<file path="config.mk">
export PLATFORM = sky130hd
export DESIGN_NAME = image_window_streamer_flat
export DESIGN_NICKNAME = d
export VERILOG_FILES = /design/src/rtl/image_window_streamer_if.sv /design/src/rtl/image_window_streamer.sv /design/src/flat_wrapper.sv
export SDC_FILE = /design/constraint.sdc
export NUM_CORES = 1
export LEC_CHECK = 0
export BUFFER_PORTS_ARGS = -buffer_cell sky130_fd_sc_hd__buf_4
export CORE_MARGIN = 2
export CORE_UTILIZATION = 33
export CTS_CLUSTER_SIZE = 12
export DETAILED_ROUTE_END_ITERATION = 8
export SLEW_MARGIN = 20
export SYNTH_ARGS = -nofsm -noshare
export SYNTH_HDL_FRONTEND = slang
export SYNTH_SLANG_ARGS = --single-unit
</file>
<file path="constraint.sdc">
create_clock -name clk -period 5.7 [get_ports clk]
set_clock_uncertainty 0.05 [all_clocks]
set_input_delay 0 -clock clk [delete_from_list [all_inputs] [get_ports clk]]
set_output_delay 0 -clock clk [all_outputs]
set_load 0.01 [all_outputs]
</file>
<file path="src/rtl/image_window_streamer_if.sv">
// Stream bundle for the image window streamer: the image load side and the
// 2x2 window output side. The streamer itself uses the master modport.
interface image_window_streamer_if #(
    parameter int PIX_W = 8
);
    logic                 img_valid;
    logic [9*PIX_W-1:0]   img_data;
    logic                 img_ready;
    logic                 pix_valid;
    logic                 pix_ready;
    logic [4*PIX_W-1:0]   pixels;
    logic [1:0]           win_idx;
    logic                 win_first;
    logic                 win_last;

    modport master (
        input  img_valid,
        input  img_data,
        input  pix_ready,
        output img_ready,
        output pix_valid,
        output pixels,
        output win_idx,
        output win_first,
        output win_last
    );

    modport slave (
        output img_valid,
        output img_data,
        output pix_ready,
        input  img_ready,
        input  pix_valid,
        input  pixels,
        input  win_idx,
        input  win_first,
        input  win_last
    );
endinterface

</file>
<file path="src/rtl/image_window_streamer.sv">
// Buffers whole 3x3 images in a small FIFO and streams the four overlapping
// 2x2 windows of the head image, one per valid/ready transfer.
module image_window_streamer #(
    parameter int PIX_W = 8,
    parameter int DEPTH = 2,
    parameter int CNT_W = 8
) (
    input  logic                 clk,
    input  logic                 rst,
    input  logic                 flush,
    output logic [CNT_W-1:0]     frame_cnt,
    image_window_streamer_if.master bus
);
    localparam int PTR_W = (DEPTH > 1) ? $clog2(DEPTH) : 1;
    localparam int OCC_W = PTR_W + 1;
    localparam int IMG_W = 9 * PIX_W;
    localparam int WIN_W = 4 * PIX_W;

    logic [IMG_W-1:0] img_q [DEPTH];
    logic [IMG_W-1:0] img_d [DEPTH];
    logic [PTR_W-1:0] wr_ptr_q, wr_ptr_d;
    logic [PTR_W-1:0] rd_ptr_q, rd_ptr_d;
    logic [OCC_W-1:0] occ_q, occ_d;
    logic [1:0]       win_idx_q, win_idx_d;
    logic [CNT_W-1:0] frame_cnt_q, frame_cnt_d;

    logic             not_full;
    logic             not_empty;
    logic             push;
    logic             xfer;
    logic             pop;
    logic [IMG_W-1:0] head;
    logic [WIN_W-1:0] window;

    function automatic logic [PIX_W-1:0] pick(input logic [IMG_W-1:0] img,
                                             input int r, input int c);
        return img[(r*3+c)*PIX_W +: PIX_W];
    endfunction

    // Readiness depends on registered occupancy only, so a same-cycle pop
    // never opens the input side.
    always_comb begin
        not_full  = occ_q < OCC_W'(DEPTH);
        not_empty = occ_q != '0;
        push      = bus.img_valid && not_full && !flush;
        xfer      = not_empty && bus.pix_ready;
        pop       = xfer && (win_idx_q == 2'd3) && !flush;
    end

    always_comb begin
        img_d       = img_q;
        wr_ptr_d    = wr_ptr_q;
        rd_ptr_d    = rd_ptr_q;
        occ_d       = occ_q;
        win_idx_d   = win_idx_q;
        frame_cnt_d = frame_cnt_q;
        if (flush) begin
            wr_ptr_d  = '0;
            rd_ptr_d  = '0;
            occ_d     = '0;
            win_idx_d = 2'd0;
        end else begin
            if (push) begin
                img_d[wr_ptr_q] = bus.img_data;
                wr_ptr_d        = wr_ptr_q + 1'b1;
            end
            if (xfer) begin
                win_idx_d = win_idx_q + 2'd1;
            end
            if (pop) begin
                rd_ptr_d    = rd_ptr_q + 1'b1;
                frame_cnt_d = frame_cnt_q + 1'b1;
            end
            case ({push, pop})
                2'b10:   occ_d = occ_q + 1'b1;
                2'b01:   occ_d = occ_q - 1'b1;
                default: occ_d = occ_q;
            endcase
        end
    end

    always_ff @(posedge clk) begin
        if (rst) begin
            wr_ptr_q    <= '0;
            rd_ptr_q    <= '0;
            occ_q       <= '0;
            win_idx_q   <= 2'd0;
            frame_cnt_q <= '0;
        end else begin
            wr_ptr_q    <= wr_ptr_d;
            rd_ptr_q    <= rd_ptr_d;
            occ_q       <= occ_d;
            win_idx_q   <= win_idx_d;
            frame_cnt_q <= frame_cnt_d;
        end
    end

    // Image storage is pure datapath; occupancy alone decides validity.
    always_ff @(posedge clk) begin
        img_q <= img_d;
    end

    // Window k covers rows (2-k/2, 1-k/2) and columns (2-k%2, 1-k%2).
    always_comb begin
        head = img_q[rd_ptr_q];
        case (win_idx_q)
            2'd0:    window = {pick(head, 2, 2), pick(head, 2, 1), pick(head, 1, 2), pick(head, 1, 1)};
            2'd1:    window = {pick(head, 2, 1), pick(head, 2, 0), pick(head, 1, 1), pick(head, 1, 0)};
            2'd2:    window = {pick(head, 1, 2), pick(head, 1, 1), pick(head, 0, 2), pick(head, 0, 1)};
            default: window = {pick(head, 1, 1), pick(head, 1, 0), pick(head, 0, 1), pick(head, 0, 0)};
        endcase
    end

    assign bus.img_ready = not_full;
    assign bus.pix_valid = not_empty;
    assign bus.pixels    = not_empty ? window : '0;
    assign bus.win_idx   = win_idx_q;
    assign bus.win_first = not_empty && (win_idx_q == 2'd0);
    assign bus.win_last  = not_empty && (win_idx_q == 2'd3);
    assign frame_cnt     = frame_cnt_q;
endmodule

</file>
<file path="src/flat_wrapper.sv">
// flat-port wrapper written by rule: the top's interface ports become plain ports
module image_window_streamer_flat 
#(
    parameter int PIX_W = 8,
    parameter int DEPTH = 2,
    parameter int CNT_W = 8
)
  (clk, rst, flush, frame_cnt, bus_img_valid, bus_img_data, bus_pix_ready, bus_img_ready, bus_pix_valid, bus_pixels, bus_win_idx, bus_win_first, bus_win_last);
  image_window_streamer_if #(.PIX_W(PIX_W)) bus_i ();
  input  logic clk;
  input  logic rst;
  input  logic flush;
  output logic [CNT_W-1:0] frame_cnt;
  input wire logic [$bits(bus_i.img_valid)-1:0] bus_img_valid;
  input wire logic [$bits(bus_i.img_data)-1:0] bus_img_data;
  input wire logic [$bits(bus_i.pix_ready)-1:0] bus_pix_ready;
  output wire logic [$bits(bus_i.img_ready)-1:0] bus_img_ready;
  output wire logic [$bits(bus_i.pix_valid)-1:0] bus_pix_valid;
  output wire logic [$bits(bus_i.pixels)-1:0] bus_pixels;
  output wire logic [$bits(bus_i.win_idx)-1:0] bus_win_idx;
  output wire logic [$bits(bus_i.win_first)-1:0] bus_win_first;
  output wire logic [$bits(bus_i.win_last)-1:0] bus_win_last;
  assign bus_i.img_valid = bus_img_valid;
  assign bus_i.img_data = bus_img_data;
  assign bus_i.pix_ready = bus_pix_ready;
  assign bus_img_ready = bus_i.img_ready;
  assign bus_pix_valid = bus_i.pix_valid;
  assign bus_pixels = bus_i.pixels;
  assign bus_win_idx = bus_i.win_idx;
  assign bus_win_first = bus_i.win_first;
  assign bus_win_last = bus_i.win_last;
  image_window_streamer #(.PIX_W(PIX_W), .DEPTH(DEPTH), .CNT_W(CNT_W)) u_core (.clk(clk), .rst(rst), .flush(flush), .frame_cnt(frame_cnt), .bus(bus_i));
endmodule
</file>
Yosys cells after proc, flatten, opt, wreduce, memory -nomap -nowiden
Index checks and enable logic that the tools add are counted.

Register bits after elaboration: 158. Word-level logic and storage cells: 49.

Eq/ne operators: 5. $lt $le $gt $ge: 4. Add/subtract/negate cells: 6. Mux-type cells: 9. Reductions and logical operators: 15. Bitwise operators: 3.

Operators with widths (count): 72-bit two-way mux (4); 144-bit bitwise mux (1); 32-bit one-hot mux with 3 select lines (1); 72-bit demux with 1-bit select (1); 32-bit two-way mux (1); 8-bit by 1-bit adder with 8-bit output, second input constant (1); 1-bit logical AND (8); 2-bit == test, second input constant (3); 2-bit by 1-bit adder with 2-bit output, second input constant (2); 2-bit by 1-bit == test with 1-bit output, second input constant (2); 2-bit >= comparator, second input constant (2); 1-bit inverter with 2-bit output (2); 2-bit one-hot mux with 2 select lines (1); 2-bit AND reduction (2); 2-bit nonzero test (2); 1-bit adder, second input constant (2); 2-bit zero test (1); 2-bit by 1-bit < comparator with 1-bit output, second input constant (1); 2-bit < comparator, second input constant (1); 2-bit OR reduction (1); 2-bit by 1-bit subtractor with 2-bit output, second input constant (1); 1-bit zero test (1); 1-bit inverter (1).

Logic depth before layout (Yosys ltp)
Gate-level depths: netlist (run 1).

Word-level depth: 6. Gate-level depth with buffers: 8.

Worst setup path before layout (run 1)
OpenSTA, ideal clock, no wires.

Kind: register -> register. Start: register u_core.occ_q[1]. End: register u_core.img_q[100] (netlist bit) (enable). Buffers on the path: 0. Setup slack: 1364 ps. Setup time: 503 ps. Arrival time: 3784 ps. Stages on the path, launching flop included: 4. Required time: 5147 ps. Cell sequence: dfxtp_1 -> nor3b_1 -> inv_1 -> nor2_1.

Word-level cells in the longest chain between the ends: 4.

RTL lines: start, declared (RTL line image_window_streamer.sv:23) `logic [OCC_W-1:0] occ_q, occ_d;`; start signal, assigned (RTL line image_window_streamer.sv:86) `occ_q <= '0;`; start signal, assigned (RTL line image_window_streamer.sv:92) `occ_q <= occ_d;`; 2-bit < comparator (RTL line image_window_streamer.sv:43) `not_full = occ_q < OCC_W'(DEPTH);`; 1-bit logical AND (2 in a row) (RTL line image_window_streamer.sv:45) `push = bus.img_valid && not_full && !flush;`; 2-bit AND reduction (no source line); end signal, assigned (RTL line image_window_streamer.sv:100) `img_q <= img_d;`; end, declared (RTL line image_window_streamer.sv:19) `logic [IMG_W-1:0] img_q [DEPTH];`.

Every way passes these cells. A chain may end at the register's enable or synchronous reset.

Worst setup path after layout (run 1)
Start: register u_core.win_idx_q[0] (netlist: u_core.bus.win_idx[0]). End: output bus_pixels[0].

Word-level cells in the longest chain between the ends: 3. Elaborated cells between the ends (all ways): 5.

RTL lines: start, declared (RTL line image_window_streamer.sv:24) `logic [1:0] win_idx_q, win_idx_d;`; start signal, assigned (RTL line image_window_streamer.sv:93) `win_idx_q <= win_idx_d;`; 2-bit == test, or another cell as far along (RTL line image_window_streamer.sv:106) `case (win_idx_q)`; 32-bit one-hot mux with 3 select lines * (RTL line image_window_streamer.sv:106); 32-bit two-way mux * (RTL line image_window_streamer.sv:116) `assign bus.pixels = not_empty ? window : '0;`; end, declared (RTL line flat_wrapper.sv:19) `output wire logic [$bits(bus_i.pixels)-1:0] bus_pixels;`.

Every way passes the cells marked *; elsewhere a longest branch is shown, timed or not.

==> results of run 1 <==
## state kept, by name, indices dropped and copies added (netlist names)
register / flops
u_core.rd_ptr_q: 1
u_core.frame_cnt: 8
u_core.occ_q: 2
u_core.img_q: 144
u_core.wr_ptr_q: 1
u_core.bus.win_idx: 2
## power by group through the flow
stage | clock [mW] | combinational (mW) | sequential [mW]
floorplan | 0 | 0.0562 | 1.33
global placement | 0 | 0.140 | 1.33
detailed placement | 0 | 0.142 | 1.33
CTS | 1.10 | 0.184 | 1.30
global route | 1.16 | 0.197 | 1.31
finish | 1.09 | 0.182 | 1.30
## critical path, stage by stage, from the launching register on
cell and delay, ns:
dfxtp_1 0.44, ha_1 0.94, inv_1 0.38, o22a_1 0.30
a221oi_1 0.32, buf_4 0.19
## final timing paths
path | from | endpoint | slack (ns) | cells past startpoint
worst min-delay path | bus_img_valid | u_core.wr_ptr_q | 0.03 | 4
worst max register to register | u_core.occ_q[1] | u_core.img_q[90] | 2.88 | 4
worst min register to register | u_core.frame_cnt[7] | u_core.frame_cnt[7] | 0.44 | 2
worst max-delay path | u_core.bus.win_idx[0] | bus_pixels[0] | 2.64 | 5
## layout by cell type (no fill, tap or decap), drive strengths merged, types with 6 or more instances in the layout
cell | netlist | layout
a21o | 7 | 7
a21oi | 43 | 43
a221oi | 17 | 17
a222oi | 8 | 8
a22oi | 16 | 16
buf | 12 | 129
clkbuf | 19 | 17
clkinv | 0 | 7
dfxtp | 14 | 14
dlygate4sd3 | 0 | 75
edfxtp | 144 | 144
ha | 7 | 7
inv | 9 | 12
mux2 | 48 | 48
mux2i | 25 | 25
nor2 | 6 | 6
o21a | 8 | 8
o21ai | 13 | 13
o22ai | 7 | 7
o31ai | 6 | 6
or4 | 6 | 6
## area by class of cell
class / instances / share of cell area (%)
clock buffers: 17 / 4.61
clock inverters: 15 / 1.57
inverters: 9 / 0.366
multi-input cells: 239 / 21.1
flip-flops and latches: 158 / 49.9
well taps: 270 / 3.66
repair buffers: 204 / 18.8
## routing by layer
layer  vias to the layer above  wire (µm)
met3                        15       1030
met4                         0        253
met2                       151       8060
li1                       2143          -
met1                      2265       8050
met5                         -          0
## cells by family after synthesis
group	Yosys count
AO/OA/AOI/OAI	127
XOR/XNOR	3
adder cells (fa/ha/maj)	7
buffers and inverters	40
flip-flops	158
multiplexers	73
AND/OR/NAND/NOR	29
## what timing repair did
| action | in CTS | in global routing |
|---|---|---|
| hold buffers | 75 | 0 |
| buffers inserted | 0 | 0 |
| endpoints found under the hold margin | 158 | 0 |
==> run summary, run 1 <==
outcome: complete, no violations
Hold Slack: 0.0268 ns
CTS resizes: 0
Initial Util: 33.4%
num rows: 52
Setup CP Type: reg2out
WP data required: 5.65 ns
number of global-route vias before repair: 4547
Synth Register Bits: 158
drt wl/cell: 19.1 µm
HP Class: in2reg
share of post-route cells with drive strength above 1: 32.9%
Filler cells: 1857
GPL Wtd Cong: 0.764
PortBufs: 122
clock share of power: 42.3%
Root Buffer: clkbuf_16
min Tclk post-route: 3.06 ns
placed wire-length estimate: 11700 µm
total power: 2.57 mW
CTS tree: yes
Final setup viols: 0
Max rail drop VDD: 0.000209 V
Die Width: 147 µm
DRC violations left: 0
CTS H-Tree Depth: 4
Die H: 147 µm
Skew-Pair Late Insertion Delay: 0.42 ns
CTS Buffer Depth: 2
met2 usage: 25.1%
Final Hold Fails: 0
CP Max Fanout: 25
slew margin rel.: 25.0%
compound-gate portion of the synthesized area: 12.6%
1st-iter DRT viols: 426
global route hottest layer: met2
critical path capture point type: output pin
die area: 21600 µm²
Psw: 0.535 mW
Arrival @ worst endpoint: 3.01 ns
initial antenna violation count: 0
Synth cell types: 38
Final #Nets: 713
Main synth FF type: edfxtp_1
final cycle utilization of the critical path: 53.7%
Initial DRT Pass Iterations: 5
Area growth, synth to finish: 36.8%
Power Density: 279 nW/µm²
largest family of logic cells by synthesized area: compound AO/OA/AOI/OAI gates
core area: 20200 µm²
via count: 4574
gr usage total: 16.2%
post-synthesis mux area share: 11.9%
Least-Margin Pin Slew: 1.13 ns
Startpoint Class: flop
register area share after synthesis: 68.3%
global-route wire length before repair: 26200 µm
Fmax: 326 MHz
Sequential Power Share: 50.7%
combinational power share: 7.1%
share of the synthesized area in the top cell type: 64.1%
M1 GR Usage: 22.7%
Post-Synth XOR/XNOR Area: 0.390%
ant diodes: 0
largest net degree at the start of global routing: 75
CTS Buf Count: 17
leading cell types by count after synthesis: edfxtp_1 (144), mux2_2 (45), a21oi_1 (43), mux2i_1 (25), clkbuf_1 (19)
total clock sinks: 158
max cap viols: 0
FFs w/ async S/R, synth: 0%
Multi-input gate area: 1950 µm²
Seq. cell area: 4610 µm²
Post-DRT Antenna Nets: 0
final worst slack: 2.64 ns
number of I/O pins: 123
RSZ-0062 raised after global routing: no
setup TNS: 0 ns
cell taking the most area after synthesis: edfxtp_1
Post-Synth Simple-Gate Area: 2.60%
Post-synth EDFFs: 144
Worst-path clk slew: 0.06 ns
Synth Warn #: 0
synth top area cells: edfxtp_1 (64%), mux2_2 (7.5%), dfxtp_1 (4.2%), mux2i_1 (3.7%), a21oi_1 (3.2%)
met3 track demand over resource: 4.16%
Syn Area/Cell: 15.4 µm²
Max Slew Vio Count: 0
Area after DPL: 7890 µm²
sw frac: 20.8%
final wirelength: 17400 µm
Synth Cell Area: 6750 µm²
placed instance count: 804
Lkg Pwr: 3.27 nW
Core Util, Final: 45.8%
DR vias/cell: 5.02
Post-Synth Adder-Cell Area: 1.30%
Non-Filler Instances: 912
count leader, synth: edfxtp_1
Cells after Synth: 437
post-route cell area: 9230 µm²
Power Internal: 2.04 mW
syn nets: 521
grt ovf: 0
pre-CTS WS: 2.86 ns
No activity file was read; power rests on OpenSTA's default activity.
==> run 2, diff against run 1 <==
clock period = 3 ns   (was 5.7 ns; I/O delays follow)
==> run 2 against run 1 <==
Critical path depth stayed put; setup slack got worse by 2.5 ns; die area stayed put; combinational power grew 93%; highest routed layer unchanged; first-iteration DRC count decreased by 23%; cell count is 0.22% higher; global-route usage rose by 0.43 points.
==> run summary, run 2 (synthesis gave the netlist of run 1 again) <==
outcome: complete, no violations (unchanged)
Root Buffer: clkbuf_16 (unchanged)
CTS tree: yes (unchanged)
Max rail drop VDD: 0.000315 V (was 0.000209 V)
Met3 Wirelength: 984 µm (was 1030 µm)
Power Density: 532 nW/µm² (was 279 nW/µm²)
CP bufs+invs: 2 (unchanged)
most frequent cells in the layout: edfxtp_1 (144), buf_4 (130), dlygate4sd3_1 (76) (was edfxtp_1 (144), buf_4 (128), dlygate4sd3_1 (75))
Setup CP Type: reg2out (unchanged)
CTS Buffer Depth: 2 (unchanged)
sw frac: 20.0% (was 20.8%)
Filler cells: 1827 (was 1857)
most common cell after layout, fill and taps aside: edfxtp_1 (unchanged)
Initial DRT Pass Iterations: 5 (unchanged)
Initial Util: 33.4% (unchanged)
crit-path cells: ha_1 -> buf_4 -> a22oi_1 -> a221oi_1 -> buf_4 (was ha_1 -> inv_1 -> o22a_1 -> a221oi_1 -> buf_4)
final cycle utilization of the critical path: 96.5%
Skew-Pair Late Insertion Delay: 0.42 ns (about the same)
max cap viols: 0 (unchanged)
Seq. cell area: 4610 µm² (unchanged)
critical path capture point type: output pin (unchanged)
core area: 20200 µm² (unchanged)
1st-iter DRT viols: 330 (was 426)
die area: 21600 µm² (unchanged)
Arrival @ worst endpoint: 2.85 ns (was 3.01 ns)
PortBufs: 122 (unchanged)
gr usage total: 16.6% (was 16.2%)
largest net degree at the start of global routing: 73 (was 75)
total clock sinks: 158 (unchanged)
Worst path most repeated cell: buf_4
Worst-path clk slew: 0.06 ns (about the same)
combinational power share: 7.1% (about the same)
RSZ-0062 raised after global routing: no (unchanged)
Lkg Pwr: 3.30 nW (was 3.27 nW)
HP Class: in2reg (unchanged)
CP max stage cell: a221oi_1 (was ha_1)
Largest register FFs: 144 (unchanged)
DRC violations left: 0 (unchanged)
post-route cell area: 9280 µm² (was 9230 µm²)
CTS resizes: 0 (unchanged)
Met2 Routed Length: 8680 µm (was 8060 µm)
num rows: 52 (unchanged)
Multi-input gate area: 1950 µm² (unchanged)
ant diodes: 0 (unchanged)
Final #Nets: 717 (was 713)
Top delay family on crit path: compound AO/OA/AOI/OAI gates (was adder cells)
CTS H-Tree Depth: 4 (unchanged)
Max Slew Vio Count: 0 (unchanged)
clock share of power: 42.7% (was 42.3%)
Top reg by flops: u_core.img_q (unchanged)
Psw: 0.988 mW (was 0.535 mW)
number of I/O pins: 123 (unchanged)
Area after DPL: 7940 µm² (was 7890 µm²)
final wirelength: 17800 µm (was 17400 µm)
drt wl/cell: 19.5 µm (was 19.1 µm)
largest stage delay on the critical path: 0.65 ns (was 0.94 ns)
grt ovf: 0 (unchanged)
DR vias/cell: 5.03 (was 5.02)
CP Max Fanout: 15 (was 25)
Die Width: 147 µm (unchanged)
Sequential Power Share: 50.2% (was 50.7%)
Fmax: 345 MHz
Final Hold Fails: 0 (unchanged)
slew margin rel.: 42.6% (was 25.0%)
min Tclk post-route: 2.90 ns
share of post-route cells with drive strength above 1: 33.2% (was 32.9%)
Area growth, synth to finish: 37.6% (was 36.8%)
setup TNS: 0 ns (unchanged)
via count: 4594 (was 4574)
placed wire-length estimate: 12400 µm (was 11700 µm)
Startpoint Class: flop (unchanged)
Die H: 147 µm (unchanged)
Power Internal: 3.95 mW (was 2.04 mW)
CTS Buf Count: 17 (unchanged)
Post-DRT Antenna Nets: 0 (unchanged)
global-route wire length before repair: 26800 µm (was 26200 µm)
Least-Margin Pin Slew: 0.855 ns (was 1.13 ns)
number of global-route vias before repair: 4713 (was 4547)
WL met1: 7980 µm (was 8050 µm)
GPL Wtd Cong: 0.837 (was 0.764)
Top Metal Used: met4 (unchanged)
WP data required: 2.95 ns (was 5.65 ns)
Final setup viols: 0 (unchanged)
initial antenna violation count: 0 (unchanged)
[run 2: power groups by stage]
stage	logic, mW	registers, mW	clock network (mW)
final	0.351	2.48	2.11
after global routing	0.378	2.48	2.23
after CTS	0.356	2.48	2.15
after detailed placement	0.273	2.53	0
after global placement	0.267	2.52	0
after floorplan	0.108	2.52	0
[run 2: timing repair]
item,4_1_cts,5_1_grt
setup buffers,0,0
hold buffers,76,0
hold endpoints to repair,158,0
[run 2: final timing paths]
kind / from / end / slack (ns) / depth (start not counted)
min reg2reg: u_core.frame_cnt[7] / u_core.frame_cnt[7] / 0.43 / 2
min: bus_img_data[6] / u_core.img_q[78] / 0.26 / 2
max reg2reg: u_core.occ_q[0] / u_core.occ_q[1] / 0.82 / 5
max: u_core.bus.win_idx[0] / bus_pixels[19] / 0.10 / 5
[run 2: area by class of cell]
type,instances,area share [%]
clock inverter,12,1.59
clock buffer,18,4.62
tap,270,3.64
inverter,9,0.364
timing repair buffer,208,19.1
sequential,158,49.7
multi-input combinational,239,21.0
[run 2: per-layer routing]
layer / GRT usage, % / vias to the layer above
met5: 0 / -
met4: 4.33 / 0
met3: 4.07 / 19
met2: 26.9 / 151
met1: 22.7 / 2275
li1: - / 2149
[run 2: through the flow]
step                      cells  utilization (%)  hold slack, ns  total power [mW]  setup slack [ns]
after floorplan             437                -          0.0489              2.63            0.0881
after global placement      808             39.4           0.137              2.79             0.659
after detailed placement    808             39.4           0.137              2.80             0.563
after CTS                   914             46.0           0.233              4.98            0.0944
after global routing        914             46.0           0.243              5.09         0.0000895
final                       914             46.0           0.256              4.94             0.104
